File: src/rtl/serial_tx_arbiter.sv
// serial_tx_arbiter: round-robin arbiter of four requesters onto one framed serial line.
// Define SERIAL_TX_PARITY_EN to append an even-parity bit (PAR state) to every frame.
module serial_tx_arbiter #(
    parameter int NREQ = 4,
    parameter int DW   = 15
) (
    input  logic              i_clk,
    input  logic              i_rst_n,
    input  logic              i_clk_en,
    input  logic [NREQ-1:0]   i_req,
    input  logic [4*NREQ-1:0] i_len,
    input  logic [DW*NREQ-1:0] i_data,
    output logic [NREQ-1:0]   o_ack,
    output logic              o_ser_out,
    output logic              o_ser_out_valid,
    output logic              o_busy,
    output logic              o_done
);
    typedef enum logic [2:0] {IDLE, START, PORT, LEN, DATA, PAR, DONE} state_t;
`ifdef SERIAL_TX_PARITY_EN
    localparam state_t TAIL = PAR;
`else
    localparam state_t TAIL = DONE;
`endif
    state_t          r_state, w_next;
    logic [1:0]      r_rr, r_id, w_gnt_id;
    logic [3:0]      r_len, r_cnt, w_len_sel;
    logic [DW-1:0]   r_data, w_data_sel;
    logic [NREQ-1:0] r_ack;
`ifdef SERIAL_TX_PARITY_EN
    logic            r_par;
    logic [DW-1:0]   w_mask;
    assign w_mask = ~({DW{1'b1}} << w_len_sel);
`endif
    // Descending scan so the requester closest to r_rr wins.
    always_comb begin
        w_gnt_id = r_rr;
        for (int k = NREQ - 1; k >= 0; k--)
            if (i_req[r_rr + 2'(k)]) w_gnt_id = r_rr + 2'(k);
    end
    assign w_len_sel  = i_len[{w_gnt_id, 2'b00} +: 4];
    assign w_data_sel = i_data[DW*w_gnt_id +: DW];
    assign o_ack      = r_ack;
    always_ff @(posedge i_clk or negedge i_rst_n)
        if (!i_rst_n) r_state <= IDLE;
        else if (i_clk_en) r_state <= w_next;
    always_comb begin
        w_next          = r_state;
        o_ser_out       = 1'b1;
        o_ser_out_valid = 1'b0;
        o_busy          = 1'b1;
        o_done          = 1'b0;
        case (r_state)
            IDLE: begin
                o_busy = 1'b0;
                w_next = |i_req ? START : IDLE;
            end
            START: begin
                o_ser_out = 1'b0;
                w_next    = PORT;
            end
            PORT: begin
                o_ser_out = r_id[r_cnt[0]];
                w_next    = r_cnt == 4'd0 ? LEN : PORT;
            end
            LEN: begin
                o_ser_out = r_len[r_cnt[1:0]];
                w_next    = r_cnt != 4'd0 ? LEN : r_len == 4'd0 ? TAIL : DATA;
            end
            DATA: begin
                o_ser_out       = r_data[0];
                o_ser_out_valid = 1'b1;
                w_next          = r_cnt == 4'd1 ? TAIL : DATA;
            end
`ifdef SERIAL_TX_PARITY_EN
            PAR: begin
                o_ser_out = r_par;
                w_next    = DONE;
            end
`endif
            DONE: begin
                o_done = 1'b1;
                w_next = IDLE;
            end
            default: begin
                o_busy = 1'b0;
                w_next = IDLE;
            end
        endcase
    end
    // r_cnt: id/length bit index in PORT/LEN, remaining data bits in DATA.
    always_ff @(posedge i_clk or negedge i_rst_n)
        if (!i_rst_n) begin
            r_ack  <= '0;
            r_rr   <= '0;
            r_id   <= '0;
            r_len  <= '0;
            r_data <= '0;
            r_cnt  <= '0;
`ifdef SERIAL_TX_PARITY_EN
            r_par  <= 1'b0;
`endif
        end else begin
            r_ack <= '0;
            if (i_clk_en)
                case (r_state)
                    IDLE: if (|i_req) begin
                        r_ack  <= NREQ'(1) << w_gnt_id;
                        r_rr   <= w_gnt_id + 2'd1;
                        r_id   <= w_gnt_id;
                        r_len  <= w_len_sel;
                        r_data <= w_data_sel;
                        r_cnt  <= 4'd1;
`ifdef SERIAL_TX_PARITY_EN
                        r_par  <= ^{w_gnt_id, w_len_sel, w_data_sel & w_mask};
`endif
                    end
                    PORT: r_cnt <= r_cnt == 4'd0 ? 4'd3 : r_cnt - 4'd1;
                    LEN:  r_cnt <= r_cnt == 4'd0 ? r_len : r_cnt - 4'd1;
                    DATA: begin
                        r_cnt  <= r_cnt - 4'd1;
                        r_data <= r_data >> 1;
                    end
                    default: ;
                endcase
        end
endmodule

File: config.mk
export PLATFORM = sky130hd
export DESIGN_NAME = serial_tx_arbiter
export DESIGN_NICKNAME = d
export VERILOG_FILES = /design/src/rtl/serial_tx_arbiter.sv
export SDC_FILE = /design/constraint.sdc
export NUM_CORES = 1
export LEC_CHECK = 0
export CAP_MARGIN = 20
export CORE_UTILIZATION = 24
export CTS_CLUSTER_DIAMETER = 60
export DETAILED_ROUTE_END_ITERATION = 12
export PLACE_DENSITY = 0.54
export SLEW_MARGIN = 15
export SYNTH_ARGS = -nofsm -noshare
export SYNTH_HDL_FRONTEND = slang
export SYNTH_SLANG_ARGS = --single-unit
File: constraint.sdc
create_clock -name i_clk -period 2.4 [get_ports i_clk]
set_clock_uncertainty 0.15 [all_clocks]
set_input_delay 0.36 -clock i_clk [delete_from_list [all_inputs] [get_ports i_clk]]
set_output_delay 0.36 -clock i_clk [all_outputs]
set_load 0.02 [all_outputs]
==> results.json <==
{
  "cts_tree": "done",
  "die-width_um": 102,
  "met3RoutedLength_um": 289,
  "cts.reportedPaths.clkPinSlew_ns": 0.08,
  "synth.avg_cell_area_um2": 8.84,
  "grt_max_degree": 35,
  "placed_cells": 506,
  "remaining_max_slew_budget_at_the_tightest_pin": 0.470,
  "timing.critical_path.buf_inv": 2,
  "antenna_violating_nets_post_route": 0,
  "synth_edf_count": 0,
  "synthCells": 270,
  "internal_power_w": 0.00211,
  "cts_max_path_buffers": 2,
  "total_power_w": 0.00357,
  "min_path_type": "in2async",
  "place_worst_setup_slack_ns": -0.259,
  "antenna-diode-count": 0,
  "avgRoutedWirePerCell_um": 13.7,
  "final.hold.worst_slack_ns": -0.00375,
  "worst-path-max-fanout": 9,
  "violations": "negative hold slack",
  "comb_power_share": 0.593,
  "hold_viol": 3,
  "final_core_util": 0.382,
  "drt-total-wl_um": 7030,
  "cp_slowest_stage_delay_ns": 0.56,
  "hpwlAfterDp_um": 5450,
  "drt-vias-per-instance": 4.71,
  "wl_met2_um": 3490,
  "slew_viol_final": 0,
  "critPathRequiredTime_ns": 2.43,
  "grt_pass1_wl_um": 11300,
  "cp-start-kind": "input port",
  "drt_pre_antenna_iters": 4,
  "run_status": "finished with violations",
  "power.density_cell_area_nw_per_um2": 965,
  "max_slew.worst_pin.slew_ns": 0.795,
  "grt_antenna_before_repair": 0,
  "setup_viol_count_final": 0,
  "rsz0062_at_grt": "no",
  "final.min_clock_period_ns": 2.30,
  "die_area_um2": 10300,
  "critical-path-top-delay-family": "buffers and inverters",
  "area_delta_synth_final_pct": 55.2,
  "numPortBuffers": 90,
  "layout_setup_ws_ns": 0.0996,
  "netlist_area_um2": 2390,
  "post_synth_num_cell_types": 46,
  "detailroute.via_count": 2423,
  "wl_met1_um": 3170,
  "p_sw_frac": 0.409,
  "gpl.final_weighted_congestion": 0.771,
  "rows": 36,
  "grt_usage": 0.142,
  "most-common-layout-cells": "clkdlybuf4s50_1 (86), nand2_1 (43), dfrtp_1 (34)",
  "clkPwrFrac": 0.131,
  "globalRoute.totalOverflow": 0,
  "cp-end-kind": "register",
  "drive_above_1_share": 0.136,
  "drtIter0Drc": 84,
  "yosys_warnings": 0,
  "cts_hold_buf": 0,
  "htree_num_levels": 2,
  "postSynth.asyncResetShare": 1.00,
  "residual_drc_count": 0,
  "path_class": "in2reg",
  "io_pins": 91,
  "synth.ff_latch_count": 34,
  "crit_path_top_delay_cell": "clkdlybuf4s50_1",
  "fmaxAchievable_mhz": 435,
  "grt_pass1_vias": 2340,
  "placeableCoreArea_um2": 9680,
  "post_cts_buffers": 0,
  "irDropWorstVdd_v": 0.000367,
  "cts.sink_count": 34,
  "mostFrequentLayoutCell": "clkdlybuf4s50_1",
  "floorplan.initialDensity": 0.246,
  "cts_buffers": 5,
  "crit_arrival_ns": 2.33,
  "synth_seq_area_share": 0.357,
  "instances_no_fill": 514,
  "clkLatencyLatePin_ns": 0.29,
  "power_frac_seq": 0.276,
  "worstPathCellList": "clkdlybuf4s50_1 > nor3b_1 > or4_4 > o21ai_4 > buf_4 > mux2i_1 > o211a_1 > o21ai_0",
  "chipHeight_um": 102,
  "period_share": 0.959,
  "number_of_nets_in_the_layout": 466,
  "topRoutingLayerUsed": "met4",
  "syn_nets": 356,
  "cts-root-buf": "clkbuf_8",
  "power_switching_w": 0.00146,
  "p_leak_nw": 1.61,
  "synth-main-ff-cell": "dfrtp_1",
  "timing.max_cap.violations": 0
}
## layout make-up
| type | instances | area, um2 |
|---|---|---|
| Clock buffer | 6 | 82.6 |
| Clock inverter | 2 | 12.5 |
| Fill cell | 988 | 5980 |
| Inverter | 6 | 22.5 |
| Multi-Input combinational cell | 213 | 1420 |
| Sequential cell | 34 | 851 |
| Tap cell | 133 | 166 |
| Timing Repair Buffer | 120 | 1150 |
## per-layer routing
metal / GRT usage / vias to the layer above
li1: - / 1208
met1: 0.179 / 1140
met2: 0.251 / 68
met3: 0.0214 / 7
met4: 0.0401 / 0
met5: 0 / -
## power by group through the flow
stage / Combinational [W] / Clock [W] / Sequential (W)
final: 0.00212 / 0.000468 / 0.000988
after detailed placement: 0.00214 / 0 / 0.000997
after floorplan: 0.00138 / 0 / 0.000976
after global placement: 0.00214 / 0 / 0.000998
after CTS: 0.00214 / 0.000480 / 0.000987
after global routing: 0.00236 / 0.000505 / 0.00103
## through the flow
| step | area, um2 | TNS [ns] |
|---|---|---|
| 2_1_floorplan | 2390 | 0 |
| 3_3_place_gp | 3600 | -2.21 |
| 3_5_place_dp | 3600 | -3.03 |
| 4_1_cts | 3690 | 0 |
| 5_1_grt | 3700 | 0 |
| 6_report | 3700 | 0 |
## synthesized netlist by cell type (4+ instances only)
| cell type | number | area (um2) |
|---|---|---|
| nor3b_1 | 4 | 30.0 |
| mux2i_1 | 26 | 260 |
| buf_2 | 4 | 20.0 |
| a21oi_1 | 18 | 90.1 |
| nand3_1 | 10 | 50.1 |
| nand2_1 | 43 | 161 |
| o21ai_0 | 24 | 120 |
| a32o_1 | 7 | 70.1 |
| clkbuf_1 | 10 | 37.5 |
| nand3b_1 | 6 | 45.0 |
| dfrtp_1 | 34 | 851 |
| a221oi_1 | 5 | 43.8 |
| o211a_1 | 9 | 90.1 |
| inv_1 | 6 | 22.5 |
| nor2_1 | 14 | 52.6 |
## flip-flops by register name, summed over array words and instances (netlist names)
register and flops:
r_cnt 4, r_data 15, r_len 4, r_state 3
r_rr 2, o_ack 4, r_id 2
## cell families (layout without fill, tap and decap cells)
logic type | after synthesis | count (layout) | synth area share
compound gates | 81 | 81 | 0.237
xor+xnor | 3 | 3 | 0.0110
fa+ha+maj | 3 | 3 | 0.0157
buf+inv | 23 | 134 | 0.0509
flops | 34 | 34 | 0.357
mux | 29 | 29 | 0.128
simple gates | 97 | 97 | 0.201
## final timing paths
kind	cells after the start	slack [ns]	from	endpoint
setup / recovery	8	0.1	i_req[1]	r_data[2]
hold / removal	1	-0.004	i_rst_n	r_cnt[3]
setup reg to reg	7	0.24	r_rr[1]	r_data[2]
hold reg to reg	1	0.33	r_id[1]	r_id[1]
max in group asynchronous	1	1.60	i_rst_n	r_cnt[1]
min in group i_clk	1	0.33	r_id[1]	r_id[1]
## timing repair
| item | in CTS | in global routing |
|---|---|---|
| endpoints found under the hold margin | 0 | 0 |
| setup endpoints to repair | 1 | 4 |
| gates resized for setup | 2 | 5 |
| pin swaps | 0 | 2 |
Power figures use the tool's default switching activity.
